<file path="src/rtl/lsu_mm_wb_buffer.sv">
// MXU result write-back buffer: deskews per-lane result bytes into 128-bit rows and writes them to RAM.
// Optional build macro LSU_MM_WB_RELU_EN clamps negative (signed) bytes to zero on the write path.
module lsu_mm_wb_buffer #(
   parameter int NUM_LANE = 16,
   parameter int BYTE_W   = 8,
   parameter int ADDR_W   = 8
) (
   input  logic                         clk,
   input  logic                         rst_n,
   input  logic                         lsu_mm_wb_cfg_vld,
   output logic                         lsu_mm_wb_cfg_rdy,
   input  logic [3:0]                   lsu_mm_wb_cfg_row_len,
   input  logic [3:0]                   lsu_mm_wb_cfg_col_len,
   input  logic [11:0]                  lsu_mm_wb_cfg_dst_addr,
   input  logic [NUM_LANE-1:0]          lsu_mm_wb_mxu_vld,
   input  logic [NUM_LANE*BYTE_W-1:0]   lsu_mm_wb_mxu_data,
   output logic                         lsu_mm_wb_ram_write_vld,
   input  logic                         lsu_mm_wb_ram_write_rdy,
   output logic [ADDR_W-1:0]            lsu_mm_wb_ram_write_addr,
   output logic [NUM_LANE*BYTE_W-1:0]   lsu_mm_wb_ram_write_data,
   output logic [NUM_LANE-1:0]          lsu_mm_wb_ram_write_mask,
   output logic                         lsu_mm_wb_done,
   output logic                         lsu_mm_wb_ovf_err
);

   typedef enum logic [1:0] {IDLE, ACTIVE, DONE} state_t;

   state_t                     state;
   logic [3:0]                 row_len;
   logic [3:0]                 col_len;
   logic [ADDR_W-1:0]          dst_row;
   logic [4:0]                 wr_row;
   logic [4:0]                 lane_cnt [NUM_LANE];
   logic [BYTE_W-1:0]          row_buf  [NUM_LANE][NUM_LANE];

   logic                       cfg_fire;
   logic                       wr_fire;
   logic [4:0]                 next_row;
   logic                       next_ok;
   logic [NUM_LANE-1:0]        lane_mask;
   logic [NUM_LANE-1:0]        cap_en;
   logic [NUM_LANE-1:0]        ovf_hit;
   logic [NUM_LANE*BYTE_W-1:0] next_data;
   logic [3:0]                 unused_dst_lsb;

   assign unused_dst_lsb = lsu_mm_wb_cfg_dst_addr[3:0];

   function automatic logic [BYTE_W-1:0] out_byte(input logic [BYTE_W-1:0] b);
`ifdef LSU_MM_WB_RELU_EN
      out_byte = b[BYTE_W-1] ? '0 : b;
`else
      out_byte = b;
`endif
   endfunction

   // next_row is the row that the write register should hold after this edge.
   always_comb begin
      // NOTE: every output of this block gets a default first so no latch is inferred.
      cfg_fire  = lsu_mm_wb_cfg_vld & lsu_mm_wb_cfg_rdy;
      wr_fire   = lsu_mm_wb_ram_write_vld & lsu_mm_wb_ram_write_rdy;
      next_row  = wr_fire ? wr_row + 5'd1 : wr_row;
      next_ok   = (next_row <= {1'b0, row_len});
      lane_mask = '0;
      cap_en    = '0;
      ovf_hit   = '0;
      next_data = '0;
      for (int i = 0; i < NUM_LANE; i++) begin
         lane_mask[i] = (4'(i) <= col_len);
         if (lane_mask[i]) begin
            if (lane_cnt[i] <= next_row) next_ok = 1'b0;
            next_data[i*BYTE_W +: BYTE_W] = out_byte(row_buf[next_row[3:0]][i]);
            if (state == ACTIVE && lsu_mm_wb_mxu_vld[i]) begin
               if (lane_cnt[i] <= {1'b0, row_len}) cap_en[i]  = 1'b1;
               else                                 ovf_hit[i] = 1'b1;
            end
         end
      end
   end

   // The k-th accepted byte on a lane lands in row k, which absorbs any lane skew.
   always_ff @(posedge clk or negedge rst_n) begin
      if (!rst_n) begin
         // NOTE: the tile buffer is reset so no stale data from an aborted tile can leak out.
         for (int i = 0; i < NUM_LANE; i++) begin
            lane_cnt[i] <= '0;
            for (int r = 0; r < NUM_LANE; r++) row_buf[r][i] <= '0;
         end
      end else if (cfg_fire) begin
         for (int i = 0; i < NUM_LANE; i++) lane_cnt[i] <= '0;
      end else begin
         for (int i = 0; i < NUM_LANE; i++) begin
            if (cap_en[i]) begin
               row_buf[lane_cnt[i][3:0]][i] <= lsu_mm_wb_mxu_data[i*BYTE_W +: BYTE_W];
               lane_cnt[i]                  <= lane_cnt[i] + 5'd1;
            end
         end
      end
   end

   always_ff @(posedge clk or negedge rst_n) begin
      // NOTE: sequential state uses non-blocking assignments only; always_comb above uses blocking.
      if (!rst_n) begin
         state                    <= IDLE;
         lsu_mm_wb_cfg_rdy        <= 1'b1;
         row_len                  <= '0;
         col_len                  <= '0;
         dst_row                  <= '0;
         wr_row                   <= '0;
         lsu_mm_wb_ram_write_vld  <= 1'b0;
         lsu_mm_wb_ram_write_addr <= '0;
         lsu_mm_wb_ram_write_data <= '0;
         lsu_mm_wb_ram_write_mask <= '0;
         lsu_mm_wb_done           <= 1'b0;
         lsu_mm_wb_ovf_err        <= 1'b0;
      end else begin
         case (state)
            IDLE: begin
               if (cfg_fire) begin
                  state             <= ACTIVE;
                  lsu_mm_wb_cfg_rdy <= 1'b0;
                  row_len           <= lsu_mm_wb_cfg_row_len;
                  col_len           <= lsu_mm_wb_cfg_col_len;
                  dst_row           <= lsu_mm_wb_cfg_dst_addr[11:4];
                  wr_row            <= '0;
                  lsu_mm_wb_ovf_err <= 1'b0;
               end
            end
            ACTIVE: begin
               if (|ovf_hit) lsu_mm_wb_ovf_err <= 1'b1;
               if (wr_fire) wr_row <= wr_row + 5'd1;
               if (wr_fire && wr_row == {1'b0, row_len}) begin
                  state                   <= DONE;
                  lsu_mm_wb_ram_write_vld <= 1'b0;
                  lsu_mm_wb_done          <= 1'b1;
               end else if (!lsu_mm_wb_ram_write_vld || lsu_mm_wb_ram_write_rdy) begin
                  lsu_mm_wb_ram_write_vld <= next_ok;
                  if (next_ok) begin
                     lsu_mm_wb_ram_write_addr <= dst_row + ADDR_W'(next_row);
                     lsu_mm_wb_ram_write_data <= next_data;
                     lsu_mm_wb_ram_write_mask <= lane_mask;
                  end
               end
            end
            DONE: begin
               state             <= IDLE;
               lsu_mm_wb_done    <= 1'b0;
               lsu_mm_wb_cfg_rdy <= 1'b1;
            end
            default: begin
               state             <= IDLE;
               lsu_mm_wb_cfg_rdy <= 1'b1;
            end
         endcase
      end
   end

endmodule

</file>
<file path="config.mk">
export PLATFORM = sky130hd
export DESIGN_NAME = lsu_mm_wb_buffer
export DESIGN_NICKNAME = d
export VERILOG_FILES = /design/src/rtl/lsu_mm_wb_buffer.sv
export SDC_FILE = /design/constraint.sdc
export NUM_CORES = 2
export LEC_CHECK = 0
export BUFFER_PORTS_ARGS = -buffer_cell sky130_fd_sc_hd__buf_4
export CAP_MARGIN = 10
export CORE_ASPECT_RATIO = 1.1
export CORE_MARGIN = 5
export CORE_UTILIZATION = 65
export DETAILED_ROUTE_END_ITERATION = 8
export GPL_TIMING_DRIVEN = 0
export HOLD_SLACK_MARGIN = 0.05
export PLACE_DENSITY = 0.87
export REMOVE_ABC_BUFFERS = 1
export SYNTH_ARGS = -nofsm -noshare
export SYNTH_HDL_FRONTEND = slang
export SYNTH_SLANG_ARGS = --single-unit
</file>
<file path="constraint.sdc">
create_clock -name clk -period 12.9 [get_ports clk]
set_input_delay 2.58 -clock clk [delete_from_list [all_inputs] [get_ports clk]]
set_output_delay 2.58 -clock clk [all_outputs]
set_load 0.05 [all_outputs]
</file>
==> impl_results.md <==
- Clock buffers created by TritonCTS: 222
- Placed cells: 9586
- FMAX: 0.148 GHz
- Clock Path Buffers: 3
- Fin crit share: 52.3%
- Via Count: 65500
- Synth Flop Type: dfrtp_1
- Pins over their slew limit: 0
- Worst skew pair latency: 900 ps
- Clock Pin Slew Worst Setup and Hold Paths: 60 ps
- Final wirelength: 263000 µm
- Seq/Total Area, Yosys: 53.4%
- Layout cells sized above 1: 44.1%
- # Max-Cap Violations: 0
- CTS Hold Bufs: 0
- Fillers: 9905
- Max VDD drop: 0.198 mV
- Mean Syn Cell Area: 14.5 µm²
- Initial DRC count: 5408
- Area growth from synthesis to layout: 12.1%
- Final setup viols: 0
- Largest net degree at the start of global routing: 194
- Crit. End Element: register
- Rows: 157
- Synth warnings: 0
- Crit Path Class: in -> reg
- H-tree lvl count: 4
- Worst EP required: 13620 ps
- Pwr dens: 202 mW/mm²
- Yosys reg bits: 2307
- Post-DP HPWL: 171000 µm
- Static Leak: 57.5 nW
- Hold WC Path Type: reg -> reg
- GRT overflow: 0
- Slew margin rel.: 13.9%
- Ranking of synthesized cells by area: dfrtp_1 53%, mux2_2 22%, mux4_2 11%, nand2_1 2.3%, ha_1 1.9%
- Core Area: 0.166 mm²
- CP arrival: 7460 ps
- Vias/cell: 6.55
- Die X: 399 µm
- Synth Cell Area: 0.108 mm²
- Post-synth top area share: 53.4%
- Post-synth cell types: 78
- Minimum clock period: 6750 ps
- Io pins: 324
- Count leader, synth: dfrtp_1
- Post-CTS sizing: 0
- Worst-margin pin slew: 1290 ps
- First-pass iteration count of the detailed router: 5
- Async S/R FF share, synth: 100%
- Die H: 438 µm
- Final ANT Viol Nets: 0
- First-pass GRT wire length: 417000 µm
- Most common library cells after synthesis: 2306 x dfrtp_1, 2096 x mux2_2, 652 x nand2_1, 512 x mux4_2, 361 x clkbuf_1
- Residual DRC: 0
- CP Max Fanout: 86
- Number of port buffers: 319
- Gpl congestion: 0.835
- Clk sink count: 2307
- Fin cells: 10000
- Wire length per cell: 26.3 µm
- Final nets: 7920
- Initial Utilization: 65.2%
- Final Skew: 72.5 ps
- CTS tree: done
- All-Layer GR Usage: 30.6%
- Die ar.: 0.174 mm²
- Final Hold Fails: 0
- WHS: 464 ps
- RSZ-0062 raised after global routing: false
- Status: finished clean
- Setup crit start kind: primary input
- Setup bufs post-CTS: 0
- Yosys top cell by area: dfrtp_1
- Vias in the first global route: 71700
- Initial antenna violation count: 27
- Root Driver: clkbuf_16
- Number of synthesized flops with an enable pin: 0
- Post-Synthesis Cells: 7433
report_power, final:
| part | internal [mW] | leakage (nW) | total [mW] | switching (mW) |
|---|---|---|---|---|
| logic | 3.98 | 22.6 | 8.08 | 4.09 |
| registers | 8.72 | 31.3 | 9.76 | 1.04 |
| clock network | 3.75 | 3.67 | 6.61 | 2.86 |
| total | 16.5 | 57.5 | 24.4 | 7.99 |
flip-flops by register name, indices dropped and copies added (netlist names):
signal	cells
lsu_mm_wb_done	1
dst_row	8
row_len	4
row_buf	2048
lsu_mm_wb_ram_write_data	128
col_len	4
state	2
lane_cnt	80
wr_row	5
lsu_mm_wb_cfg_rdy	1
lsu_mm_wb_ram_write_mask	16
lsu_mm_wb_ovf_err	1
lsu_mm_wb_ram_write_vld	1
lsu_mm_wb_ram_write_addr	8
cell type report:
cell class | instances | area (µm²) | share of cell area [%]
sequential | 2307 | 57700 | 47.7
multi-input combinational | 4569 | 48100 | 39.7
clock buffer | 337 | 6620 | 5.47
timing repair buffer | 418 | 4640 | 3.83
tap | 2226 | 2790 | 2.30
clock inverter | 62 | 897 | 0.741
inverter | 67 | 267 | 0.220
antenna | 15 | 37.5 | 0.0310
stage by stage:
step / power [mW] / worst slack (ps) / cell area, µm² / utilization, % / TNS (ps)
final: 24.4 / 6150 / 121000 / 73.0 / 0
after global routing: 25.5 / 6030 / 121000 / 73.0 / 0
after CTS: 24.5 / 6230 / 121000 / 73.0 / 0
after detailed placement: 17.8 / 5340 / 114000 / 68.5 / 0
after global placement: 17.5 / -52560 / 111000 / 67.1 / -
after floorplan: 15.9 / -28940 / 106000 / - / -4444290
kinds of logic after synthesis:
family | Yosys count | share of synthesized area, %
muxes | 2780 | 34.2
DFF | 2307 | 53.4
and+or+nand+nor | 1214 | 5.32
buffers and inverters | 557 | 2.10
AOI/OAI and AO/OA | 319 | 2.20
adders and majority gates | 192 | 2.17
xor gates and xnor gates | 64 | 0.543
final timing paths:
kind	endpoint	slack (ps)	startpoint	depth (start not counted)
min in group asynchronous	row_buf[541]	1640	rst_n	1
worst max register to register	lsu_mm_wb_ram_write_data[75]	7220	wr_row[2]	16
max in group asynchronous	lsu_mm_wb_ram_write_data[13]	7450	rst_n	6
worst min-delay path	lsu_mm_wb_ram_write_mask[0]	460	lsu_mm_wb_ram_write_mask[0]	1
worst min register to register	lsu_mm_wb_ram_write_mask[0]	460	lsu_mm_wb_ram_write_mask[0]	1
worst max-delay path	lsu_mm_wb_ram_write_data[75]	6150	lsu_mm_wb_ram_write_rdy	17
worst max-delay path: stages:
cell,delay [ps]
buf_4,130
nand3_1,160
or3_1,560
and2_4,390
buf_16,260
inv_8,380
buf_16,450
ha_1,360
nand2_1,80
nor2_1,40
a221oi_1,280
a41oi_1,80
nor4_1,530
nand4_4,230
buf_12,240
buf_16,210
mux2_1,350
routing by layer:
layer	global-route usage [%]	up-vias	wire length, µm
met5	0	-	161
li1	-	27700	-
met4	12.2	22	9600
met1	40.1	34900	102000
met3	6.77	581	18600
met2	50.3	2316	132000
cell usage in the layout (no fill, tap or decap), types with 6 or more instances in the layout:
cell | netlist | layout
diode_2 | 0 | 15
clkinv_16 | 0 | 10
maj3_1 | 24 | 24
xor2_1 | 33 | 32
o21ai_0 | 34 | 34
mux2_2 | 2096 | 2096
a211oi_1 | 43 | 43
inv_1 | 65 | 64
clkbuf_1 | 361 | 52
nand4_1 | 44 | 44
o21ai_1 | 7 | 7
buf_4 | 3 | 321
nor3_2 | 14 | 16
nand3_1 | 72 | 72
nor2_1 | 128 | 128
clkbuf_8 | 0 | 63
mux2_1 | 109 | 109
and2_1 | 9 | 8
mux4_2 | 512 | 512
bufinv_16 | 0 | 10
a31oi_1 | 11 | 11
dfrtp_1 | 2306 | 2306
xnor2_1 | 29 | 29
nor3b_2 | 15 | 15
clkbuf_16 | 0 | 222
clkinv_2 | 0 | 27
ha_1 | 166 | 166
a311oi_1 | 81 | 81
buf_6 | 10 | 6
a2bb2oi_1 | 11 | 11
and3_1 | 180 | 180
buf_12 | 0 | 44
nor2b_1 | 64 | 64
nand2_1 | 652 | 651
buf_16 | 0 | 46
mux2i_1 | 63 | 62
o21a_1 | 40 | 40
a21oi_1 | 39 | 39
(Power assumes the default switching activity.)
